[config.mk]
export PLATFORM = sky130hd
export DESIGN_NAME = action_input_flat
export DESIGN_NICKNAME = d
export VERILOG_FILES = /design/src/rtl/action_input_if.sv /design/src/rtl/action_input.sv /design/src/flat_wrapper.sv
export SDC_FILE = /design/constraint.sdc
export NUM_CORES = 1
export LEC_CHECK = 0
export ABC_AREA = 0
export BUFFER_PORTS_ARGS = -buffer_cell sky130_fd_sc_hd__buf_2
export CAP_MARGIN = 20
export CORE_MARGIN = 4
export CORE_UTILIZATION = 63
export CTS_BUF_LIST = sky130_fd_sc_hd__clkbuf_4 sky130_fd_sc_hd__clkbuf_8 sky130_fd_sc_hd__clkbuf_16
export CTS_CLUSTER_SIZE = 12
export DETAILED_ROUTE_END_ITERATION = 8
export GPL_TIMING_DRIVEN = 0
export PLACE_DENSITY_LB_ADDON = 0.1
export SKIP_LAST_GASP = 1
export SYNTH_ARGS = -nofsm -noshare
export SYNTH_HDL_FRONTEND = slang
export SYNTH_SLANG_ARGS = --single-unit
export TNS_END_PERCENT = 20
[constraint.sdc]
create_clock -name clk -period 2.5 [get_ports clk]
set_input_delay 0.375 -clock clk [delete_from_list [all_inputs] [get_ports clk]]
set_output_delay 0.375 -clock clk [all_outputs]
set_load 0.03 [all_outputs]
[src/rtl/action_input_if.sv]
`default_nettype none
// ============================================================================
// Module      : action_input_if
// Description : Bundles the run enable, the raw per-player button vectors and
//               the per-turn action outputs of the action_input stage.
//               master : the button/switch source; it consumes the actions.
//               slave  : the action_input stage itself.
// Ports       : sw         run enable (1 = turn timer advances)
//               plr_1_btn  player 1 raw buttons [0]j [1]k [2]p [3]w [4]mf [5]mb
//               plr_2_btn  player 2 raw buttons, same bit mapping
//               plr_1_act  player 1 action code (valid with act_vld)
//               plr_2_act  player 2 action code (valid with act_vld)
//               act_vld    one-cycle strobe at each turn boundary
// Revision    : 1.0 - initial release
// ============================================================================
interface action_input_if;
  logic       sw;
  logic [5:0] plr_1_btn;
  logic [5:0] plr_2_btn;
  logic [2:0] plr_1_act;
  logic [2:0] plr_2_act;
  logic       act_vld;

  modport master (
    output sw, plr_1_btn, plr_2_btn,
    input  plr_1_act, plr_2_act, act_vld
  );

  modport slave (
    input  sw, plr_1_btn, plr_2_btn,
    output plr_1_act, plr_2_act, act_vld
  );
endinterface
`default_nettype wire

[src/rtl/action_input.sv]
`default_nettype none
// ============================================================================
// Module      : action_input
// Description : Upstream input stage for Board. Synchronises and debounces
//               both players' raw button vectors, latches the first press of
//               each player per turn and presents both action codes for one
//               cycle at every turn boundary, qualified by act_vld. Between
//               boundaries both codes read none (000).
// Ports       : clk  single clock, rising edge
//               rst  synchronous reset, active low
//               bus  action_input_if.slave (sw, plr_x_btn in; plr_x_act,
//                    act_vld out)
// Params      : DEBOUNCE_CYCLES (>=2) stable cycles before a level changes
//               TURN_CYCLES     (>=2) clock cycles per turn
// Codes       : none=000 j=001 k=010 p=011 w=100 mf=101 mb=110
// Revision    : 1.0 - initial release
// ============================================================================
module action_input #(
  parameter int DEBOUNCE_CYCLES = 4,
  parameter int TURN_CYCLES     = 8
) (
  input  logic           clk,
  input  logic           rst,
  action_input_if.slave  bus
);

  localparam int NUM_PLR = 2;
  localparam int NUM_BTN = 6;
  localparam int CNT_W   = $clog2(DEBOUNCE_CYCLES);
  localparam int TURN_W  = $clog2(TURN_CYCLES);
  localparam logic [CNT_W-1:0]  DEB_LAST  = CNT_W'(DEBOUNCE_CYCLES - 1);
  localparam logic [TURN_W-1:0] TURN_LAST = TURN_W'(TURN_CYCLES - 1);

  typedef enum logic [0:0] {
    IDLE  = 1'b0,
    ARMED = 1'b1
  } sel_state_t;

  // Lowest set bit wins: bit i maps to code i+1 (j > k > p > w > mf > mb).
  function automatic logic [2:0] prio_code(input logic [NUM_BTN-1:0] v);
    logic [2:0] code;
    code = 3'b000;
    for (int i = NUM_BTN - 1; i >= 0; i--) begin
      if (v[i]) code = 3'(i + 1);
    end
    return code;
  endfunction

  logic [NUM_BTN-1:0] w_btn    [NUM_PLR];
  logic [NUM_BTN-1:0] r_sync   [NUM_PLR];
  logic [NUM_BTN-1:0] r_deb    [NUM_PLR];
  logic [CNT_W-1:0]   r_cnt    [NUM_PLR][NUM_BTN];
  logic [NUM_BTN-1:0] w_press  [NUM_PLR];

  sel_state_t         r_state  [NUM_PLR];
  sel_state_t         w_state_nxt [NUM_PLR];
  logic [2:0]         r_code   [NUM_PLR];
  logic [2:0]         w_code_nxt  [NUM_PLR];

  logic [TURN_W-1:0]  r_turn;
  logic               w_boundary;
  logic [2:0]         r_act    [NUM_PLR];
  logic               r_vld;

  assign w_btn[0] = bus.plr_1_btn;
  assign w_btn[1] = bus.plr_2_btn;

  // --------------------------------------------------------------------------
  // Sync + debounce. The counter only runs while sync and deb disagree, so a
  // single agreeing cycle restarts the stability window.
  // --------------------------------------------------------------------------
  always_ff @(posedge clk) begin
    if (!rst) begin
      for (int p = 0; p < NUM_PLR; p++) begin
        r_sync[p] <= '0;
        r_deb[p]  <= '0;
        for (int b = 0; b < NUM_BTN; b++) begin
          r_cnt[p][b] <= '0;
        end
      end
    end else begin
      for (int p = 0; p < NUM_PLR; p++) begin
        r_sync[p] <= w_btn[p];
        for (int b = 0; b < NUM_BTN; b++) begin
          if (r_sync[p][b] == r_deb[p][b]) begin
            r_cnt[p][b] <= '0;
          end else if (r_cnt[p][b] == DEB_LAST) begin
            r_deb[p][b] <= r_sync[p][b];
            r_cnt[p][b] <= '0;
          end else begin
            r_cnt[p][b] <= r_cnt[p][b] + 1'b1;
          end
        end
      end
    end
  end

  // A press is the edge on which deb is about to flip 0->1.
  always_comb begin
    for (int p = 0; p < NUM_PLR; p++) begin
      w_press[p] = '0;
      for (int b = 0; b < NUM_BTN; b++) begin
        w_press[p][b] = r_sync[p][b] & ~r_deb[p][b] & (r_cnt[p][b] == DEB_LAST);
      end
    end
  end

  // --------------------------------------------------------------------------
  // Turn timer. Holds while sw is low, which also suppresses the boundary.
  // --------------------------------------------------------------------------
  assign w_boundary = bus.sw && (r_turn == TURN_LAST);

  always_ff @(posedge clk) begin
    if (!rst) begin
      r_turn <= '0;
    end else if (bus.sw) begin
      r_turn <= (r_turn == TURN_LAST) ? '0 : r_turn + 1'b1;
    end
  end

  // --------------------------------------------------------------------------
  // Per-player selection FSM.
  // --------------------------------------------------------------------------
  always_ff @(posedge clk) begin
    if (!rst) begin
      for (int p = 0; p < NUM_PLR; p++) begin
        r_state[p] <= IDLE;
        r_code[p]  <= 3'b000;
      end
    end else begin
      for (int p = 0; p < NUM_PLR; p++) begin
        r_state[p] <= w_state_nxt[p];
        r_code[p]  <= w_code_nxt[p];
      end
    end
  end

  always_comb begin
    for (int p = 0; p < NUM_PLR; p++) begin
      w_state_nxt[p] = r_state[p];
      w_code_nxt[p]  = r_code[p];
      if (w_boundary) begin
        // The ending turn consumes the current selection; a press landing on
        // the boundary edge itself arms the selection for the next turn.
        if (|w_press[p]) begin
          w_state_nxt[p] = ARMED;
          w_code_nxt[p]  = prio_code(w_press[p]);
        end else begin
          w_state_nxt[p] = IDLE;
          w_code_nxt[p]  = 3'b000;
        end
      end else if (r_state[p] == IDLE && |w_press[p]) begin
        w_state_nxt[p] = ARMED;
        w_code_nxt[p]  = prio_code(w_press[p]);
      end
    end
  end

  // --------------------------------------------------------------------------
  // Registered outputs: codes are non-zero only in the cycle after a boundary.
  // --------------------------------------------------------------------------
  always_ff @(posedge clk) begin
    if (!rst) begin
      r_vld <= 1'b0;
      for (int p = 0; p < NUM_PLR; p++) begin
        r_act[p] <= 3'b000;
      end
    end else begin
      r_vld <= w_boundary;
      for (int p = 0; p < NUM_PLR; p++) begin
        r_act[p] <= (w_boundary && r_state[p] == ARMED) ? r_code[p] : 3'b000;
      end
    end
  end

  assign bus.plr_1_act = r_act[0];
  assign bus.plr_2_act = r_act[1];
  assign bus.act_vld   = r_vld;

endmodule
`default_nettype wire

[src/flat_wrapper.sv]
// flat-port wrapper written by rule: the top's interface ports become plain ports
module action_input_flat 
#(
  parameter int DEBOUNCE_CYCLES = 4,
  parameter int TURN_CYCLES     = 8
)
  (clk, rst, bus_sw, bus_plr_1_btn, bus_plr_2_btn, bus_plr_1_act, bus_plr_2_act, bus_act_vld);
  action_input_if bus_i ();
  input  logic clk;
  input  logic rst;
  input wire logic [$bits(bus_i.sw)-1:0] bus_sw;
  input wire logic [$bits(bus_i.plr_1_btn)-1:0] bus_plr_1_btn;
  input wire logic [$bits(bus_i.plr_2_btn)-1:0] bus_plr_2_btn;
  output wire logic [$bits(bus_i.plr_1_act)-1:0] bus_plr_1_act;
  output wire logic [$bits(bus_i.plr_2_act)-1:0] bus_plr_2_act;
  output wire logic [$bits(bus_i.act_vld)-1:0] bus_act_vld;
  assign bus_i.sw = bus_sw;
  assign bus_i.plr_1_btn = bus_plr_1_btn;
  assign bus_i.plr_2_btn = bus_plr_2_btn;
  assign bus_plr_1_act = bus_i.plr_1_act;
  assign bus_plr_2_act = bus_i.plr_2_act;
  assign bus_act_vld = bus_i.act_vld;
  action_input #(.DEBOUNCE_CYCLES(DEBOUNCE_CYCLES), .TURN_CYCLES(TURN_CYCLES)) u_core (.clk(clk), .rst(rst), .bus(bus_i));
endmodule
=== Yosys cells after proc, flatten, opt, wreduce, memory -nomap -nowiden ===
Memory sizes are Yosys's and may differ from the RTL's.
Cells that the tools add are included.

* Register bits after elaboration: 4
* Latch bits: 0
* Memory bits (writable): 62
* Bits in read-only memories: 0
* Memories kept: 6

{| class="wikitable"
|+ Memories
! memory !! depth !! bits a word !! read ports !! clocked after memory_dff !! wr ports !! line !! source
|-
| u_core.r_cnt || 2 || 12 || 2 || 0 || 2 || action_input.sv:52 || <nowiki>logic [CNT_W-1:0] r_cnt [NUM_PLR][NUM_BTN];</nowiki>
|-
| u_core.r_deb || 2 || 6 || 2 || 0 || 2 || action_input.sv:51 || <nowiki>logic [NUM_BTN-1:0] r_deb [NUM_PLR];</nowiki>
|-
| u_core.r_sync || 2 || 6 || 2 || 0 || 2 || action_input.sv:50 || <nowiki>logic [NUM_BTN-1:0] r_sync [NUM_PLR];</nowiki>
|-
| u_core.r_act || 2 || 3 || 2 || 0 || 2 || action_input.sv:62 || <nowiki>logic [2:0] r_act [NUM_PLR];</nowiki>
|-
| u_core.r_code || 2 || 3 || 2 || 0 || 2 || action_input.sv:57 || <nowiki>logic [2:0] r_code [NUM_PLR];</nowiki>
|-
| u_core.r_state || 2 || 1 || 2 || 0 || 2 || action_input.sv:55 || <nowiki>sel_state_t r_state [NUM_PLR];</nowiki>
|}

* Add/subtract/negate cells: 13
* $mul: 0
* Divide/modulo/power cells: 0
* $lt $le $gt $ge: 0
* Eq/ne operators: 25
* Shifts and indexed selects: 0
* Mux-type cells: 217
* Bitwise logic cells: 94
* Reduce and logical (&&, ||, !) cells: 7

{| class="wikitable"
|+ Operators with widths
! cell !! count
|-
| 2-to-1 mux 1 bit || 154
|-
| 2-to-1 mux 3 bit || 25
|-
| 2-to-1 mux 2 bit || 36
|-
| bitwise OR 1 bit || 56
|-
| adder 2 x 1 -> 2 bit, second input constant || 12
|-
| bitwise AND 1 bit || 24
|-
| equality test 2 bit, second input constant || 12
|-
| NOT 1 bit || 14
|-
| equality test 1 bit || 12
|-
| 2-to-1 mux 6 bit || 2
|-
| OR reduction 6 bit || 2
|-
| logical AND 1 bit || 5
|-
| adder 3 x 1 -> 3 bit, second input constant || 1
|-
| equality test 3 bit, second input constant || 1
|}

=== Depth between registers and ports, before layout ===
Gate-level depths: netlist of the first run.
An unclocked memory read counts as a cell.

* Depth in word-level cells: 13
* Mapped depth: 6
* Gate-level depth less buffers: 6

=== Worst setup path after synthesis of the first run ===
No wires, ideal clock.

* Path kind: register to register
* Start: mem u_core.r_deb[0][0]
* End: mem u_core.r_deb[0][0] (data pin)
* Arrival time: 1.294 ns
* Path slack: 0.951 ns
* Stages on the path, launching flop included: 7
* Buffers on the path: 0
* Clock period less this slack: 1.549 ns
* Cell sequence: edfxtp_1 inv_1 ha_1 nand2b_1 nand4_1 o31a_1 and2_1

{| class="wikitable"
|+ RTL lines
! what !! line
|-
| start, declared || action_input.sv:51
|}

==> flow_metrics.py, run 1 <==
metrics = {
    "critical_path": {
        "crit_chain": "inv_1 > ha_1 > nand2b_1 > nand4_1 > o31a_1 > and2_1",
        "slowest_delay_ns": 0.39,
        "worst_path_max_delay_cell": "o31a_1",
        "crit_type": "reg2reg",
        "critPathRequiredTime_ns": 2.59,
        "worstPathArrival_ns": 1.88,
        "setup.worst_path.start_class": "flip-flop",
        "path_max_fanout": 7,
        "endpoint_kind": "flip-flop",
    },
    "yosys": {
        "synth_xor_area_share_pct": 0,
        "synth_edf_count": 34,
        "synthTopCellsByCount": "34 x edfxtp_1, 32 x dfxtp_1, 27 x ha_1, 21 x nand2_1",
        "synth-simple-area-share_pct": 21.3,
        "ys_seq_elements": 66,
        "synthFlopType": "edfxtp_1",
        "synth_fa_ha_area_share_pct": 11.1,
        "synth_warnings": 0,
        "yosysTopAreaCellShare_pct": 33.6,
        "syn_area_per_cell_um2": 11.9,
        "ys_types": 35,
        "synth_mux_area_share_pct": 0.659,
        "synthArstFlopShare_pct": 0,
        "synth_most_common_cell": "edfxtp_1",
        "synth_compound_area_share_pct": 8.65,
        "syn_inst": 255,
        "syn_area_mm2": 0.00304,
        "seq_area_frac_synth_pct": 54.7,
        "synth.area.top_cells": "edfxtp_1 34%, dfxtp_1 21%, ha_1 11%",
        "synth.largest_area_cell": "edfxtp_1",
        "synth_top_family_by_area": "simple AND/OR/NAND/NOR gates",
    },
    "floorplan": {
        "initial_core_util_pct": 64.7,
        "die_h_um": 77.4,
        "row_count": 25,
        "ios": 22,
        "dieArea_mm2": 0.00600,
        "core_area_mm2": 0.00469,
        "die_x_um": 77.4,
    },
    "route": {
        "via_count": 2033,
        "first_pass_iters": 4,
        "wl_per_cell_um": 14.7,
        "first_iter_violations": 151,
        "totalWireLength_um": 5370,
        "vias_per_cell": 5.57,
        "drc": 0,
        "ant_nets": 0,
    },
    "clock_tree": {
        "cts.sinks": 66,
        "cts_max_path_buffers": 2,
        "cts_tree": "yes",
        "clkLatencyLatePin_ns": 0.34,
        "cts_setup_buffers": 0,
        "clkTransAtPathRegs_ns": 0.07,
        "hold_buffers": 0,
        "cts_resized": 0,
        "cts_buffers": 9,
        "cts-root-buf": "clkbuf_8",
        "ctsHtreeMaxLevel": 3,
    },
    "sta": {
        "fin_crit_ns": 1.79,
        "slew_viol_final": 0,
        "clock.fmax_mhz": 559,
        "tightest_slew_ns": 0.576,
        "fin_setup_tns_ns": 0,
        "rsz0062_at_grt": "false",
        "finClkSkew_ns": 0.00718,
        "finalCritPeriodShare_pct": 71.5,
        "setup_violations": 0,
        "hold_viol_final": 0,
        "timing.slew.headroom_pct": 61.6,
    },
    "global_route": {
        "track_usage_pct": 20.3,
        "antenna_found_initial": 0,
        "grtUsageMet3_pct": 4.64,
        "grt_use_met1_pct": 27.8,
        "grt_pass1_wl_um": 9360,
        "grt_overflow_total": 0,
        "grt.busiest_layer": "met2",
        "grt_pass1_vias": 2001,
        "met2_usage_pct": 30.0,
        "grt_max_degree": 11,
    },
    "final_layout": {
        "diodes": 0,
        "fillCellCount": 330,
        "nets": 348,
        "drive_gt1_share_pct": 14.1,
        "final_area_mm2": 0.00349,
        "fin_util_pct": 74.3,
        "area_growth_pct": 14.7,
    },
    "hold_path": {
        "hp-class": "in2reg",
    },
    "flow_run": {
        "drv_cap": 0,
    },
    "status": {
        "outcome": "complete, no violations",
    },
    "placed_design": {
        "gp_congestion": 0.814,
        "place_area_mm2": 0.00328,
        "numPortBuffers": 21,
        "hpwlAfterDp_um": 3770,
    },
    "power_and_ir_drop": {
        "power_leakage_nw": 1.53,
        "ir_worst_vdd_mv": 0.365,
        "p_per_area_mw_per_mm2": 665,
    },
}
flip-flops by register name (all words and copies together) (netlist names):
register	cells
u_core.r_sync	12
u_core.r_deb	12
u_core.bus.act_vld	1
u_core.r_act	6
u_core.r_turn	3
u_core.r_state	2
u_core.r_code	6
u_core.r_cnt	24
cell usage in the layout (no fill, tap or decap):
| cell | count |
|---|---|
| inv_1 | 19 |
| clkbuf_8 | 11 |
| a32o_1 | 2 |
| nor2_1 | 1 |
| and4b_1 | 4 |
| a21boi_0 | 1 |
| nor4bb_1 | 10 |
| and4bb_2 | 1 |
| nor4b_1 | 11 |
| a22o_1 | 2 |
| ha_1 | 27 |
| nand3_1 | 11 |
| a21boi_1 | 4 |
| nand4_1 | 1 |
| edfxtp_1 | 34 |
| nand2_1 | 21 |
| conb_1 | 20 |
| o21a_1 | 2 |
| o31a_1 | 1 |
| buf_2 | 23 |
| o22ai_1 | 5 |
| and2_1 | 19 |
| clkbuf_16 | 1 |
| clkbuf_4 | 3 |
| nor2b_1 | 4 |
| nand3b_1 | 1 |
| mux2i_1 | 2 |
| clkinv_2 | 1 |
| a21oi_4 | 2 |
| and3b_1 | 1 |
| clkbuf_1 | 6 |
| nor3b_1 | 1 |
| o211ai_1 | 2 |
| dfxtp_1 | 32 |
| nand2b_1 | 6 |
| o21ai_0 | 7 |
| a41oi_2 | 2 |
| and3_1 | 8 |
| a41oi_1 | 2 |
worst max-delay path: cells and delay by family (launching register included):
kind	cells	cell delay, ns
buffers and inverters	1	0.04
DFF	1	0.32
AOI/OAI and AO/OA	1	0.39
adders and majority gates	1	0.31
and+or+nand+nor	3	0.47
path summary, 6_finish.rpt:
check,slack (ns),from,end,depth (start not counted)
worst max register to register,0.71,u_core.r_deb[0][2]$_SDFFCE_PP0P_,u_core.r_deb[0][3]$_SDFFCE_PP0P_,6
worst min-delay path,0.24,bus_plr_2_btn[2],u_core.r_sync[0][8]$_SDFF_PN0_,2
worst min register to register,0.44,u_core.r_cnt[0][10]$_SDFFE_PP0P_,u_core.r_cnt[0][10]$_SDFFE_PP0P_,1
worst max-delay path,0.71,u_core.r_deb[0][2]$_SDFFCE_PP0P_,u_core.r_deb[0][3]$_SDFFCE_PP0P_,6
metrics by stage:
stage / hold WS, ns / total power, mW / setup slack, ns / cells
2_1_floorplan: 0.406 / 1.38 / 0.951 / 274
3_3_place_gp: 0.422 / 1.43 / 0.761 / 349
3_5_place_dp: 0.425 / 1.44 / 0.749 / 349
4_1_cts: 0.225 / 2.32 / 0.732 / 365
5_1_grt: 0.233 / 2.42 / 0.590 / 365
6_report: 0.236 / 2.32 / 0.712 / 365
cell type report:
type | count | area, um2 | share of cell area [%]
Tap cell | 54 | 67.6 | 1.94
Buffer | 8 | 32.5 | 0.933
Sequential cell | 66 | 1660 | 47.7
Multi-Input combinational cell | 181 | 1340 | 38.5
Inverter | 19 | 71.3 | 2.05
Clock inverter | 1 | 5.00 | 0.144
Clock buffer | 15 | 199 | 5.71
Timing Repair Buffer | 21 | 105 | 3.02
where the power goes:
part | switching [mW] | total, mW | internal (mW)
clock | 0.390 | 0.897 | 0.508
combinational | 0.105 | 0.195 | 0.0897
sequential | 0.0271 | 1.22 | 1.20
logic make-up (layout without fill, tap and decap cells):
kind of cell,Yosys count,count (layout)
mux,2,2
buf+inv,27,64
fa+ha+maj,27,27
compound gates,32,32
simple gates,100,100
other cells,1,20
flops,66,66
layer usage:
metal	vias up	share of wire (%)
met5	-	0
met4	0	2.3
li1	1021	-
met1	942	48
met2	57	44
met3	13	5.4
No activity file was read; power rests on OpenSTA's default activity.
==> run 2, diff against run 1 <==
ABC_AREA = 1   (was 0)
CORE_UTILIZATION = 60   (was 63)
clock period = 1.7 ns   (was 2.5 ns; I/O delays follow)
==> run 2 against run 1 <==
  * Die area increased by 7.5%
  * Clock skew about the same
  * Count of clock-buffer cells in the layout shrank 1
  * Critical path type unchanged
==> flow_metrics.py, run 2 <==
metrics = {
    "yosys": {
        "synth.largest_area_cell": "edfxtp_1",
        "seq_area_frac_synth_pct": 53.0,
        "ys_types": 25,
        "synthFlopType": "edfxtp_1",
        "syn_area_per_cell_um2": 8.85,
        "synth.area.top_cells": "edfxtp_1 33%, dfxtp_1 20%, ha_1 11%",
        "synthArstFlopShare_pct": 0,
        "syn_area_mm2": 0.00313,
        "synth_edf_count": 34,
        "yosysTopAreaCellShare_pct": 32.6,
        "synth_warnings": 0,
        "synthTopCellsByCount": "69 x nand2_1, 63 x inv_1, 59 x nor2_1, 34 x edfxtp_1, 32 x dfxtp_1",
        "syn_inst": 354,
        "synth_most_common_cell": "nand2_1",
        "ys_seq_elements": 66,
    },
    "global_route": {
        "grt_pass1_vias": 2090,
        "grt.busiest_layer": "met2",
        "grt_max_degree": 11,
        "antenna_found_initial": 0,
        "met2_usage_pct": 29.2,
        "grt_pass1_wl_um": 8800,
        "grtUsageMet3_pct": 4.71,
        "track_usage_pct": 18.1,
        "grt_use_met1_pct": 22.2,
        "grt_overflow_total": 0,
    },
    "sta": {
        "setup_violations": 0,
        "finalCritPeriodShare_pct": 90.4,
        "clock.fmax_mhz": 651,
        "tightest_slew_ns": 0.505,
        "finClkSkew_ns": 0.00692,
        "hold_viol_final": 0,
        "fin_crit_ns": 1.54,
        "slew_viol_final": 0,
        "fin_setup_tns_ns": 0,
        "rsz0062_at_grt": "false",
        "timing.slew.headroom_pct": 66.3,
    },
    "flow_run": {
        "drv_cap": 0,
    },
    "clock_tree": {
        "cts_tree": "yes",
        "cts_max_path_buffers": 2,
        "clkTransAtPathRegs_ns": 0.07,
        "ctsHtreeMaxLevel": 3,
        "clkLatencyLatePin_ns": 0.34,
        "cts-root-buf": "clkbuf_8",
        "hold_buffers": 0,
        "cts.sinks": 66,
        "cts_buffers": 9,
    },
    "placed_design": {
        "place_area_mm2": 0.00339,
        "hpwlAfterDp_um": 3710,
        "numPortBuffers": 20,
        "gp_congestion": 0.762,
    },
    "final_layout": {
        "final_common_cell": "nand2_1",
        "drive_gt1_share_pct": 13.4,
        "nets": 447,
        "regArea_mm2": 0.00166,
        "multiInputGateArea_mm2": 0.00126,
        "diodes": 0,
        "largest_register_ffs": 24,
        "area_growth_pct": 14.9,
        "regMostFlops": "u_core.r_cnt",
        "layout_common_cells": "69 x nand2_1, 63 x inv_1, 59 x nor2_1",
        "fillCellCount": 435,
        "top_regs": "u_core.r_cnt: 24 flops, u_core.r_deb: 12 flops, u_core.r_sync: 12 flops",
        "final_area_mm2": 0.00360,
    },
    "route": {
        "vias_per_cell": 4.59,
        "totalWireLength_um": 5000,
        "drc": 0,
        "wl_per_cell_um": 10.4,
        "first_pass_iters": 5,
        "ant_nets": 0,
        "via_count": 2205,
        "first_iter_violations": 104,
    },
    "critical_path": {
        "endpoint_kind": "flip-flop",
        "ff2ff_path_depth": 6,
        "setup.worst_path.start_class": "flip-flop",
        "r2r-start": "u_core.r_deb[0][2]$_SDFFCE_PP0P_",
        "critPathRequiredTime_ns": 1.78,
        "path_max_fanout": 7,
        "r2r_end": "u_core.r_deb[0][5]$_SDFFCE_PP0P_",
        "worstPathArrival_ns": 1.62,
        "r2r_slack_ns": 0.16,
        "crit_type": "reg2reg",
    },
    "power_and_ir_drop": {
        "p_int_mw": 2.57,
        "pwr-share-comb_pct": 8.5,
        "power_leakage_nw": 1.81,
        "pwr-share-clk_pct": 37.9,
        "seqPwrFrac_pct": 53.6,
        "finalPower_mw": 3.35,
        "power_switching_mw": 0.778,
        "p_per_area_mw_per_mm2": 930,
        "ir_worst_vdd_mv": 0.663,
        "swShare_pct": 23.2,
    },
    "floorplan": {
        "die_h_um": 80.3,
        "die_x_um": 80.3,
        "dieArea_mm2": 0.00644,
        "initial_core_util_pct": 61.8,
        "core_area_mm2": 0.00507,
        "row_count": 26,
        "ios": 22,
    },
    "hold_path": {
        "holdPathStages": 3,
        "min_from": "bus_plr_1_btn[0]",
        "hold_end": "u_core.r_sync[0][0]$_SDFF_PN0_",
        "hp-class": "in2reg",
    },
    "status": {
        "outcome": "complete, no violations",
    },
}
-- run 2: cell types whose count changed after synthesis, moves of 6 or more --
cell,change
nor2_1,+58
and2_1,-19
inv_1,+44
nand2_1,+48
and3_1,-8
nor4b_1,-11
nand2b_1,-6
a21oi_1,+6
nand3_1,+7
nor4bb_1,-10
-- run 2: worst max-delay path, stage by stage, from the launching register on --
cell and delay, ns:
edfxtp_1 0.32, inv_1 0.04, ha_1 0.28, nand3b_1 0.14
nand2_1 0.10, nor3_4 0.28, a21boi_1 0.12
-- run 2: logic make-up after synthesis --
kind of cell / Yosys count / share of synthesized area (%)
and+or+nand+nor: 162 / 21.7
other: 1 / 0.120
AOI/OAI and AO/OA: 26 / 5.27
buffers and inverters: 72 / 9.14
adders and majority gates: 27 / 10.8
DFF: 66 / 53.0
-- run 2: layer usage --
| layer | wire, um | up-vias |
|---|---|---|
| met5 | 0 | - |
| met4 | 131 | 0 |
| met3 | 209 | 14 |
| met2 | 2290 | 37 |
| met1 | 2370 | 953 |
| li1 | - | 1201 |
-- run 2: worst max path at each step --
stage / from / endpoint / cells past startpoint
after floorplan: u_core.r_deb[0][1]$_SDFFCE_PP0P_ / u_core.r_deb[0][0]$_SDFFCE_PP0P_ / 6
after global placement: u_core.r_cnt[1][10]$_SDFFCE_PN0P_ / u_core.r_deb[0][3]$_SDFFCE_PP0P_ / 5
after detailed placement: u_core.r_deb[0][2]$_SDFFCE_PP0P_ / u_core.r_deb[0][5]$_SDFFCE_PP0P_ / 6
after CTS: u_core.r_deb[0][2]$_SDFFCE_PP0P_ / u_core.r_deb[0][5]$_SDFFCE_PP0P_ / 6
after global routing: u_core.r_cnt[1][8]$_SDFFCE_PN0P_ / u_core.r_code[0][3]$_SDFFE_PN0P_ / 8
final: u_core.r_deb[0][2]$_SDFFCE_PP0P_ / u_core.r_deb[0][5]$_SDFFCE_PP0P_ / 6
-- run 2: cell type report --
cell class / count / share of cell area, %
tap: 70 / 2.43
timing repair buffer: 21 / 2.99
clock inverter: 2 / 0.243
multi-input combinational: 235 / 35.1
inverter: 66 / 7.02
buffer: 6 / 0.938
sequential: 66 / 46.1
clock buffer: 14 / 5.14
-- run 2: timing repair --
action / 4_1_cts / 5_1_grt
gates resized for setup: 0 / 1
setup endpoints to repair: 0 / 7
setup buffers: 0 / 1
-- run 2: power groups by stage --
stage               logic, mW  clock network (mW)  registers (mW)
floorplan               0.219                   0            1.82
finish                  0.285                1.27            1.79
CTS                     0.284                1.29            1.79
global placement        0.275                   0            1.83
global route            0.340                1.37            1.80
detailed placement      0.282                   0            1.83
-- run 2: per-stage QoR --
| step | hold slack [ns] | util, % | cells | setup slack [ns] |
|---|---|---|---|---|
| CTS | 0.0803 | 70.7 | 479 | 0.0542 |
| global placement | 0.409 | 66.9 | 463 | 0.117 |
| global route | 0.0857 | 71.0 | 480 | 0.0545 |
| finish | 0.0937 | 71.0 | 480 | 0.163 |
| detailed placement | 0.421 | 66.9 | 463 | 0.0644 |
| floorplan | 0.351 | - | 373 | 0.297 |
==> run 3, diff against run 2 <==
PLACE_DENSITY = 0.89   (was unset)
PLACE_DENSITY_LB_ADDON = unset   (was 0.1)
==> run 3 against run 2 <==
  * Largest cell class unchanged
  * Critical endpoint is now u_core.r_deb[0][4]$_SDFFCE_PP0P_
  * Die area is the same
  * Utilization down 0.37 points
  * Design area down 0.52%
  * Final cell count stayed put
  * Combinational power rose by 3%
  * Hold slack lost 0.0017 ns
  * First-iteration DRC count is 50% higher
  * Via count increased by 4.1%
==> flow_metrics.py, run 3 (synthesis gave the netlist of run 2 again) <==
metrics = {
    "floorplan": {
        "row_count": 26,
        "die_x_um": 80.3,
        "die_h_um": 80.3,
        "core_area_mm2": 0.00507,
        "initial_core_util_pct": 61.8,
        "dieArea_mm2": 0.00644,
        "ios": 22,
    },
    "critical_path": {
        "worstPathArrival_ns": 1.62,
        "path_max_fanout": 7,
        "endpoint_kind": "flip-flop",
        "crit_chain": "inv_1 > ha_1 > nand3b_1 > nand2_1 > nor3_4 > a21boi_1",
        "setup.worst_path.start_class": "flip-flop",
        "crit_type": "reg2reg",
        "worst_path_max_delay_cell": "edfxtp_1",
        "slowest_delay_ns": 0.33,
        "critPathRequiredTime_ns": 1.78,
    },
    "global_route": {
        "grt_pass1_wl_um": 8670,
        "antenna_found_initial": 0,
        "grt_max_degree": 11,
        "grt_overflow_total": 0,
        "track_usage_pct": 18.0,
        "grt_pass1_vias": 2079,
    },
    "final_layout": {
        "area_growth_pct": 14.3,
        "finalNonFillerCells": 480,
        "final_common_cell": "nand2_1",
        "nets": 447,
        "final_area_mm2": 0.00358,
        "drive_gt1_share_pct": 13.7,
        "regMostFlops": "u_core.r_cnt",
        "top_regs": "u_core.r_cnt: 24 flops, u_core.r_deb: 12 flops, u_core.r_sync: 12 flops",
        "layout_common_cells": "69 x nand2_1, 63 x inv_1, 59 x nor2_1",
        "fillCellCount": 384,
        "largest_register_ffs": 24,
        "diodes": 0,
        "fin_util_pct": 70.6,
    },
    "sta": {
        "timing.slew.headroom_pct": 65.1,
        "setup_violations": 0,
        "finalCritPeriodShare_pct": 90.7,
        "fin_setup_tns_ns": 0,
        "fin_crit_ns": 1.54,
        "clock.fmax_mhz": 649,
        "final.setup.worst_slack_ns": 0.159,
        "rsz0062_at_grt": "false",
        "slew_viol_final": 0,
        "hold_viol_final": 0,
        "finalHoldWorstSlack_ns": 0.0920,
        "finClkSkew_ns": 0.00712,
        "tightest_slew_ns": 0.523,
    },
    "clock_tree": {
        "clkTransAtPathRegs_ns": 0.07,
        "clkLatencyLatePin_ns": 0.34,
        "cts.sinks": 66,
        "cts_max_path_buffers": 2,
        "cts_tree": "yes",
        "cts_buffers": 9,
        "hold_buffers": 0,
        "ctsHtreeMaxLevel": 3,
        "cts-root-buf": "clkbuf_8",
    },
    "route": {
        "totalWireLength_um": 5150,
        "wl_per_cell_um": 10.7,
        "first_pass_iters": 4,
        "vias_per_cell": 4.78,
        "ant_nets": 0,
        "via_count": 2295,
        "drc": 0,
        "first_iter_violations": 156,
    },
    "placed_design": {
        "gp_congestion": 0.830,
        "hpwlAfterDp_um": 3870,
        "placed_cells": 463,
        "numPortBuffers": 20,
        "place_ws_ns": 0.0924,
        "place_area_mm2": 0.00339,
    },
    "status": {
        "outcome": "complete, no violations",
    },
    "flow_run": {
        "drv_cap": 0,
    },
    "power_and_ir_drop": {
        "finalPower_mw": 3.25,
        "ir_worst_vdd_mv": 0.513,
        "power_leakage_nw": 1.81,
        "p_per_area_mw_per_mm2": 908,
    },
    "hold_path": {
        "hp-class": "in2reg",
    },
}
## run 3: cell types whose count changed in the layout (fill, tap and decap cells not counted), sizes merged
cell    change
clkinv      +1
clkbuf      -1
## run 3: power by group
group          internal, mW  switching (mW)
clock network         0.611           0.554
registers              1.76          0.0356
logic                 0.114           0.179
total                  2.48           0.769
## run 3: critical path: cells and delay by family, from the launching register on
kind	cells	cell delay, ns
and+or+nand+nor	3	0.51
DFF	1	0.33
adders and majority gates	1	0.29
AOI/OAI and AO/OA	1	0.11
buffers and inverters	1	0.04
## run 3: layout make-up
class / instances / area, um2 / area share, %
Inverter: 66 / 253 / 7.06
Clock buffer: 13 / 160 / 4.47
Buffer: 6 / 33.8 / 0.943
Timing Repair Buffer: 21 / 108 / 3.00
Sequential cell: 66 / 1660 / 46.4
Tap cell: 70 / 87.6 / 2.44
Clock inverter: 3 / 15.0 / 0.419
Multi-Input combinational cell: 235 / 1260 / 35.3
## run 3: repair_timing
item | in CTS | in global routing
endpoints found under the setup margin | 0 | 7
gates resized for setup | 0 | 1
setup buffers | 0 | 1
## run 3: path summary, 6_finish.rpt
check | startpoint | endpoint | slack [ns] | cells after the start
setup / recovery | u_core.r_deb[0][1]$_SDFFCE_PP0P_ | u_core.r_deb[0][4]$_SDFFCE_PP0P_ | 0.16 | 6
hold / removal | bus_plr_2_btn[3] | u_core.r_sync[0][9]$_SDFF_PN0_ | 0.09 | 3
setup reg to reg | u_core.r_deb[0][1]$_SDFFCE_PP0P_ | u_core.r_deb[0][4]$_SDFFCE_PP0P_ | 0.16 | 6
hold reg to reg | u_core.r_cnt[0][10]$_SDFFE_PP0P_ | u_core.r_cnt[0][10]$_SDFFE_PP0P_ | 0.43 | 1
## run 3: per-layer routing
layer,vias to the layer above,routed length (um),global-route usage (%)
met1,1024,2360,21.6
met4,0,161,12.7
met2,46,2380,28.1
met3,17,255,4.37
met5,-,0,0
li1,1208,-,-
